===== config.mk =====
export PLATFORM = sky130hd
export DESIGN_NAME = uart_tx_sched
export DESIGN_NICKNAME = d
export VERILOG_FILES = /design/src/rtl/uart_tx_sched.sv
export SDC_FILE = /design/constraint.sdc
export NUM_CORES = 1
export LEC_CHECK = 0
export ABC_AREA = 1
export ABC_CLOCK_PERIOD_IN_PS = 1800
export CORE_ASPECT_RATIO = 1.1
export CORE_MARGIN = 8
export CORE_UTILIZATION = 50
export CTS_CLUSTER_SIZE = 28
export DETAILED_ROUTE_END_ITERATION = 10
export GPL_ROUTABILITY_DRIVEN = 1
export PLACE_DENSITY = 0.77
export SETUP_SLACK_MARGIN = 0.3
export SLEW_MARGIN = 20
export SYNTH_ARGS = -nofsm -noshare
export SYNTH_HDL_FRONTEND = slang
export SYNTH_SLANG_ARGS = --single-unit
export TNS_END_PERCENT = 50

===== constraint.sdc =====
create_clock -name sysclk_i -period 1.8 [get_ports sysclk_i]
set_input_delay 0.36 -clock sysclk_i [delete_from_list [all_inputs] [get_ports sysclk_i]]
set_output_delay 0.36 -clock sysclk_i [all_outputs]
set_load 0.02 [all_outputs]

===== src/rtl/uart_tx_sched.sv =====
// Round-robin scheduler sharing one UART transmitter among N byte-stream requesters.
// A packet lock keeps multi-byte messages contiguous; a busy timeout drops a stalled byte.
module uart_tx_sched #(
    parameter int unsigned N       = 2,
    parameter logic [15:0] GAP_CYC = 16'd0,
    parameter logic [7:0]  BUSY_TO = 8'd16
) (
    input  logic           sysclk_i,
    input  logic           rst_b_i,
    input  logic [N-1:0]   req_valid_i,
    input  logic [8*N-1:0] req_data_i,
    input  logic [N-1:0]   req_last_i,
    output logic [N-1:0]   req_ready_o,
    output logic [N-1:0]   active_o,
    output logic           tx_start_o,
    output logic [7:0]     tx_data_o,
    input  logic           tx_busy_i,
    output logic           err_to_o
);

    // state     | meaning
    // IDLE      | arbitrate and accept a byte
    // START     | one-cycle tx_start pulse
    // WAIT_BUSY | wait for tx_busy to rise, bounded by BUSY_TO
    // WAIT_DONE | wait for tx_busy to fall
    // GAP       | inter-frame idle cycles
    typedef enum logic [2:0] {IDLE, START, WAIT_BUSY, WAIT_DONE, GAP} state_e;

    localparam int unsigned GW        = (N > 2) ? 2 : 1;
    localparam logic [15:0] BUSY_LAST = 16'(BUSY_TO) - 16'd1;
    localparam logic [15:0] GAP_LAST  = GAP_CYC - 16'd1;

    function automatic logic [GW-1:0] next_idx(input logic [GW-1:0] v);
        return (int'(v) == int'(N) - 1) ? '0 : v + GW'(1);
    endfunction

    function automatic logic [N-1:0] onehot(input logic [GW-1:0] v);
        return {{(N-1){1'b0}}, 1'b1} << v;
    endfunction

    state_e        state_q, state_d;
    logic [15:0]   cnt_q, cnt_d;
    logic [GW-1:0] ptr_q, ptr_d;
    logic          lock_q, lock_d;
    logic [GW-1:0] lock_id_q, lock_id_d;
    logic [GW-1:0] owner_q, owner_d;
    logic [N-1:0]  active_q, active_d;
    logic [7:0]    tx_data_q, tx_data_d;
    logic          err_to_q, err_to_d;

    logic [GW-1:0] cand;
    logic [GW-1:0] grant_idx;
    logic          grant_ok;

    // A held lock restricts eligibility to its owner; otherwise search upward from ptr_q.
    always_comb begin
        cand      = ptr_q;
        grant_ok  = 1'b0;
        grant_idx = ptr_q;
        if (lock_q) begin
            grant_ok  = req_valid_i[lock_id_q];
            grant_idx = lock_id_q;
        end else begin
            for (int k = 0; k < int'(N); k++) begin
                if (!grant_ok && req_valid_i[cand]) begin
                    grant_ok  = 1'b1;
                    grant_idx = cand;
                end
                cand = next_idx(cand);
            end
        end
    end

    always_comb begin
        state_d     = state_q;
        cnt_d       = cnt_q;
        ptr_d       = ptr_q;
        lock_d      = lock_q;
        lock_id_d   = lock_id_q;
        owner_d     = owner_q;
        active_d    = active_q;
        tx_data_d   = tx_data_q;
        err_to_d    = 1'b0;
        req_ready_o = '0;
        tx_start_o  = 1'b0;
        case (state_q)
            IDLE: begin
                if (grant_ok) begin
                    req_ready_o = onehot(grant_idx);
                    tx_data_d   = req_data_i[{grant_idx, 3'b000} +: 8];
                    active_d    = onehot(grant_idx);
                    owner_d     = grant_idx;
                    if (req_last_i[grant_idx]) begin
                        lock_d = 1'b0;
                        ptr_d  = next_idx(grant_idx);
                    end else begin
                        lock_d    = 1'b1;
                        lock_id_d = grant_idx;
                    end
                    state_d = START;
                end
            end
            START: begin
                tx_start_o = 1'b1;
                cnt_d      = '0;
                state_d    = WAIT_BUSY;
            end
            WAIT_BUSY: begin
                if (tx_busy_i) begin
                    state_d = WAIT_DONE;
                end else if (cnt_q == BUSY_LAST) begin
                    err_to_d = 1'b1;
                    lock_d   = 1'b0;
                    ptr_d    = next_idx(owner_q);
                    active_d = '0;
                    state_d  = IDLE;
                end else begin
                    cnt_d = cnt_q + 16'd1;
                end
            end
            WAIT_DONE: begin
                if (!tx_busy_i) begin
                    cnt_d = '0;
                    if (GAP_CYC != 16'd0) begin
                        state_d = GAP;
                    end else begin
                        active_d = lock_q ? active_q : '0;
                        state_d  = IDLE;
                    end
                end
            end
            GAP: begin
                if (cnt_q == GAP_LAST) begin
                    active_d = lock_q ? active_q : '0;
                    state_d  = IDLE;
                end else begin
                    cnt_d = cnt_q + 16'd1;
                end
            end
            default: state_d = IDLE;
        endcase
    end

    always_ff @(posedge sysclk_i or negedge rst_b_i) begin
        if (!rst_b_i) begin
            state_q   <= IDLE;
            cnt_q     <= '0;
            ptr_q     <= '0;
            lock_q    <= 1'b0;
            lock_id_q <= '0;
            owner_q   <= '0;
            active_q  <= '0;
            tx_data_q <= 8'h00;
            err_to_q  <= 1'b0;
        end else begin
            state_q   <= state_d;
            cnt_q     <= cnt_d;
            ptr_q     <= ptr_d;
            lock_q    <= lock_d;
            lock_id_q <= lock_id_d;
            owner_q   <= owner_d;
            active_q  <= active_d;
            tx_data_q <= tx_data_d;
            err_to_q  <= err_to_d;
        end
    end

    assign active_o  = active_q;
    assign tx_data_o = tx_data_q;
    assign err_to_o  = err_to_q;

endmodule


Word-level counts from Yosys, hierarchy flattened
Index checks and enable logic that the tools add are counted.
- output and inout bits: 14
- logic and storage cells: 99
- register bits: 34
- bits of input ports: 23
- magnitude comparators: 4
- multiplexer cells: 51
- reductions and logical operators: 13
- bitwise logic cells: 1
- eq/ne operators: 15
- $add $sub $neg: 4
- shift operators: 2
- operators with widths (kind ; count):
    two-way mux 16 bit ; 4
    case mux 16 bit (4 select lines) ; 1
    two-way mux 1 bit ; 29
    adder 16 x 1 -> 16 bit (second input constant) ; 1
    == test 16 bit (second input constant) ; 1
    == test 16 x 4 -> 1 bit (second input constant) ; 1
    two-way mux 2 bit ; 8
    inequality test 2 bit (second input constant) ; 8
    indexed part select 16 x 5 -> 8 bit ; 1
    two-way mux 3 bit ; 5
    case mux 3 bit (5 select lines) ; 1
    AND reduction 5 bit ; 2
    less-than comparator 1 x 2 -> 1 bit (second input constant) ; 4
    case mux 2 bit (4 select lines) ; 1
    AND reduction 4 bit ; 2
    nonzero test 4 bit ; 2
    == test 3 x 2 -> 1 bit (second input constant) ; 2
    AND reduction 6 bit ; 1
    case mux 1 bit (2 select lines) ; 2
    adder 1 bit (second input constant) ; 3
    == test 3 x 1 -> 1 bit (second input constant) ; 1
    == test 3 bit (second input constant) ; 1
    zero test 3 bit ; 1
    inequality test 3 bit (second input constant) ; 1
    7 further kinds ; 7

Longest topological paths before layout
- depth after elaboration: 13
- gate-level depth with buffers: 10
- gate-level depth less buffers: 10

Worst setup path after synthesis
OpenSTA, ideal clock, no wires.
- path kind: flip-flop to output port
- start: register state_q[1]
- end: output req_ready_o[0]
- path buffers: 1
- arrival: 1.174 ns
- cell stages (with the launch flop): 5
- data required time: 1.440 ns
- setup slack: 0.266 ns
- cells stage by stage: dfrtp_1 buf_2 nor2_2 nand2_2 nor2_2
- word-level cells in the longest chain between the ends: 2
- RTL lines (element ; line ; text):
    from (decl) ; 41 ; state_e state_q, state_d;
    from (signal assigned) ; 156 ; state_q <= state_d;
    zero test 3 bit ; 86 ; case (state_q)
    two-way mux 2 bit ; 86 ;
    to (decl) ; 13 ; output logic [N-1:0] req_ready_o,
No other way between the ends.

Final worst setup path
- start: register lock_q
- end: output req_ready_o[1]
- word-level cells in the longest chain between the ends: 4
- RTL lines (element ; line ; text):
    from (decl) ; 44 ; logic lock_q, lock_d;
    from (signal assigned) ; 159 ; lock_q <= lock_d;
    two-way mux 1 bit ; 60 ; if (lock_q) begin
    left shift 1 x 1 -> 2 bit ; 38 ; return {{(N-1){1'b0}}, 1'b1} << v;
    two-way mux 2 bit * ; 88 ; if (grant_ok) begin
    two-way mux 2 bit * ; 86 ;
Mark *: on every way between the ends. The rest lies on a longest branch, timed or not.

==> impl_metrics.prom <==
# TYPE chip_impl_metric gauge
chip_impl_metric{name="synthDistinctLibCells",unit=""} 20
chip_impl_info{name="layout.cells.most_common_list",value="nand2_1 (80), nor2_1 (31), nand3_1 (30), dfrtp_1 (28), buf_4 (24)"} 1
chip_impl_metric{name="cts_made_buffers",unit=""} 5
chip_impl_metric{name="p_leak",unit="nW"} 1.47
chip_impl_metric{name="worstHoldPathCells",unit=""} 3
chip_impl_metric{name="port_buffers",unit=""} 36
chip_impl_info{name="timing.critical_path.from_type",value="flop"} 1
chip_impl_info{name="endpoint_type_of_the_worst_setup_path",value="primary output"} 1
chip_impl_metric{name="mappedNetlistArea",unit="um2"} 1940
chip_impl_metric{name="largest_stage_delay_on_the_critical_path",unit="ns"} 0.43
chip_impl_metric{name="clk_path_buf_depth",unit=""} 2
chip_impl_metric{name="placeableCoreArea",unit="um2"} 3680
chip_impl_metric{name="drt-wirelength-per-cell",unit="um"} 14.9
chip_impl_metric{name="finalWorstPathRequiredPeriod",unit="ns"} 1.75
chip_impl_metric{name="synthesis.instances",unit=""} 288
chip_impl_metric{name="worst-path-stages",unit=""} 8
chip_impl_metric{name="synth_seq_area_share",unit=""} 0.425
chip_impl_info{name="crit_top_cell",value="nand2_2"} 1
chip_impl_metric{name="layout-area-overhead-vs-synth",unit="%"} 53.5
chip_impl_info{name="crit_slowest_cell",value="dfrtp_1"} 1
chip_impl_metric{name="max_cap_violations",unit=""} 0
chip_impl_metric{name="number_of_synthesized_register_bits",unit=""} 33
chip_impl_metric{name="floorplan.initialDensity",unit=""} 0.528
chip_impl_metric{name="drt-vias-per-instance",unit=""} 5.25
chip_impl_metric{name="detailed_place_hpwl",unit="um"} 3800
chip_impl_metric{name="grt_start_max_net_pins",unit=""} 34
chip_impl_metric{name="relative_slew_margins",unit=""} 0.718
chip_impl_metric{name="gp_congestion",unit=""} 0.919
chip_impl_metric{name="share_of_the_clock_period_used_by_the_worst_path_after_layout",unit=""} 0.972
chip_impl_info{name="synth.top_cells.by_area",value="dfrtp_1 (42%), nand2_1 (22%), nand3_1 (8.2%), nor2_1 (6.8%), inv_1 (4.4%)"} 1
chip_impl_metric{name="r2r.worst_path.cells",unit=""} 11
chip_impl_metric{name="layout.core_utilization",unit=""} 0.810
chip_impl_metric{name="fin_hold_ws",unit="ns"} 0.465
chip_impl_metric{name="fin_skew",unit="ns"} 0.00509
chip_impl_metric{name="timing.critical_path.buf_inv",unit=""} 3
chip_impl_metric{name="antenna_violating_nets_post_route",unit=""} 0
chip_impl_metric{name="clkSlewWorstSetupHoldPaths",unit="ns"} 0.07
chip_impl_metric{name="final-setup-viol-count",unit=""} 0
chip_impl_info{name="layout.cells.most_common",value="nand2_1"} 1
chip_impl_metric{name="timing_hold_violations_final",unit=""} 0
chip_impl_info{name="unrepaired_setup_endpoints_after_global_routing",value="true"} 1
chip_impl_metric{name="drive_gt1_frac",unit=""} 0.284
chip_impl_metric{name="die_area",unit="um2"} 6140
chip_impl_metric{name="clk_latency",unit="ns"} 0.29
chip_impl_metric{name="leftover_overflow_at_the_end_of_global_routing",unit=""} 0
chip_impl_metric{name="grt_pass1_wl",unit="um"} 9010
chip_impl_metric{name="route.final.wire_length",unit="um"} 6110
chip_impl_metric{name="n_fill_cell",unit=""} 252
chip_impl_metric{name="total_number_of_vias",unit=""} 2149
chip_impl_info{name="tritoncts",value="done"} 1
chip_impl_metric{name="worst_slew_pin_slew",unit="ns"} 0.423
chip_impl_metric{name="worst-path-max-fanout",unit=""} 4
chip_impl_info{name="run_status",value="finished, final reports clean"} 1
chip_impl_info{name="critical_path.cell_chain",value="nand2_2 -> nand2_1 -> nand2_1 -> nand2_2 -> inv_2 -> nand2_2 -> inv_2 -> buf_6"} 1
chip_impl_metric{name="critical_path_arrival",unit="ns"} 1.39
chip_impl_metric{name="grtUsageTotal",unit=""} 0.193
chip_impl_info{name="critical-path-top-delay-family",value="flip-flops"} 1
chip_impl_metric{name="first_global_vias",unit=""} 2030
chip_impl_metric{name="floorplan.rows",unit=""} 23
chip_impl_metric{name="clock_sinks",unit=""} 33
chip_impl_metric{name="slew_viol_final",unit=""} 0
chip_impl_metric{name="synth_top_cell_area_share",unit=""} 0.425
chip_impl_info{name="worst-setup-path-type",value="flop to primary output"} 1
chip_impl_metric{name="avgSynthCellArea",unit="um2"} 6.75
chip_impl_metric{name="max_freq",unit="MHz"} 572
chip_impl_metric{name="cts_hold_buf",unit=""} 0
chip_impl_metric{name="dieHeight",unit="um"} 81.4
chip_impl_metric{name="antenna_cells",unit=""} 0
chip_impl_metric{name="die_x",unit="um"} 75.4
chip_impl_metric{name="pre_cts_ws",unit="ns"} -0.595
chip_impl_metric{name="drt-pass1-iter-count",unit=""} 4
chip_impl_metric{name="io-pin-count",unit=""} 37
chip_impl_info{name="leading_area_contributor_after_synthesis",value="dfrtp_1"} 1
chip_impl_metric{name="drc_errors",unit=""} 0
chip_impl_info{name="clock-root-buffer",value="clkbuf_8"} 1
chip_impl_metric{name="cts_max_level",unit=""} 2
chip_impl_metric{name="power.ir.vdd_worst",unit="uV"} 867
chip_impl_metric{name="synth_fp_nets",unit=""} 312
chip_impl_metric{name="synth.yosys.warnings",unit=""} 0
chip_impl_metric{name="final_nets",unit=""} 383
chip_impl_metric{name="final_critical_path_setup_slack",unit="ns"} 0.0508
chip_impl_metric{name="antenna_violations_before_repair",unit=""} 0
chip_impl_metric{name="power_density_of_the_placed_cells",unit="nW/um2"} 1330
chip_impl_info{name="worstHoldPathType",value="input port to flop"} 1
chip_impl_metric{name="drt_iter0_drc",unit=""} 248
chip_impl_metric{name="required",unit="ns"} 1.44
layer usage:
| layer | up-vias | GRT usage | routed length, um |
|---|---|---|---|
| met5 | - | 0 | 0 |
| met4 | 0 | 0.0808 | 160 |
| met3 | 15 | 0.0640 | 367 |
| met2 | 65 | 0.324 | 3130 |
| met1 | 1016 | 0.218 | 2450 |
| li1 | 1053 | - | - |
cell families (layout without fill, tap and decap cells):
| group | after synthesis | after routing | share of synthesized area |
|---|---|---|---|
| xor+xnor | 6 | 6 | 0.0270 |
| simple gates | 193 | 194 | 0.410 |
| flops | 33 | 33 | 0.425 |
| fa+ha+maj | 1 | 1 | 0.00644 |
| compound gates | 24 | 24 | 0.0657 |
| buf+inv | 31 | 101 | 0.0657 |
sequential cells by signal, indices dropped and copies added (netlist names):
name and count:
lock_id_q 1, owner_q 1, lock_q 1, tx_data_o 8, err_to_o 1, cnt_q 16, state_q 2, active_o 2
ptr_q 1
where the power goes:
part           switching [mW]  leakage, nW  internal [mW]
combinational            1.35        0.994          0.994
clock                   0.259       0.0443          0.303
sequential              0.127        0.428          0.933
total                    1.74         1.47           2.23
Yosys cell counts, drive strengths merged:
cell type / number
nor3: 3
nor2: 37
inv: 26
nand2: 114
nand4: 4
a21oi: 4
o21bai: 3
xor2: 6
nand3: 32
o21ai: 17
dfrtp: 33
nand3b: 1
ha: 1
buf: 5
and2: 2
worst paths after layout:
| check | end | slack [ns] | startpoint |
|---|---|---|---|
| worst max-delay path | req_ready_o[1] | 0.05 | lock_q |
| worst max register to register | cnt_q[14] | 0.11 | cnt_q[1] |
| worst min-delay path | err_to_o | 0.46 | tx_busy_i |
| min in group asynchronous | cnt_q[8] | 0.48 | rst_b_i |
| max in group asynchronous | cnt_q[2] | 0.99 | rst_b_i |
| worst min register to register | active_o[1] | 0.48 | active_o[1] |
metrics by stage:
step	total power [mW]	instance area (um2)	TNS (ns)	instances
after global placement	2.77	2490	-1.09	387
after CTS	3.41	2620	0	398
after global routing	4.23	2980	-0.0187	409
final	3.97	2980	0	409
after detailed placement	2.80	2490	-1.36	387
after floorplan	2.03	1950	0	288
what timing repair did:
action | 4_1_cts | 5_1_grt
gates resized for setup | 39 | 70
pin swaps | 5 | 16
endpoints found under the hold margin | 0 | 0
endpoints found under the setup margin | 31 | 33
cloned | 0 | 4
setup buffers | 4 | 7
worst reg2reg max path: stages (launching register included):
cell	delay [ns]
dfrtp_1	0.43
ha_4	0.20
buf_6	0.10
nand2_4	0.05
inv_2	0.06
nand2_1	0.05
nor2_1	0.16
nand2_2	0.14
nand2_4	0.13
nand2_4	0.09
nand3_1	0.12
nand2_2	0.05
final cells by class:
class | instances | area [um2] | share of cell area
well taps | 50 | 62.6 | 0.0210
clock buffers | 7 | 86.3 | 0.0289
inverters | 26 | 101 | 0.0340
repair buffers | 68 | 657 | 0.220
flip-flops and latches | 33 | 832 | 0.279
multi-input cells | 225 | 1240 | 0.417
No activity file was read; power rests on OpenSTA's default activity.
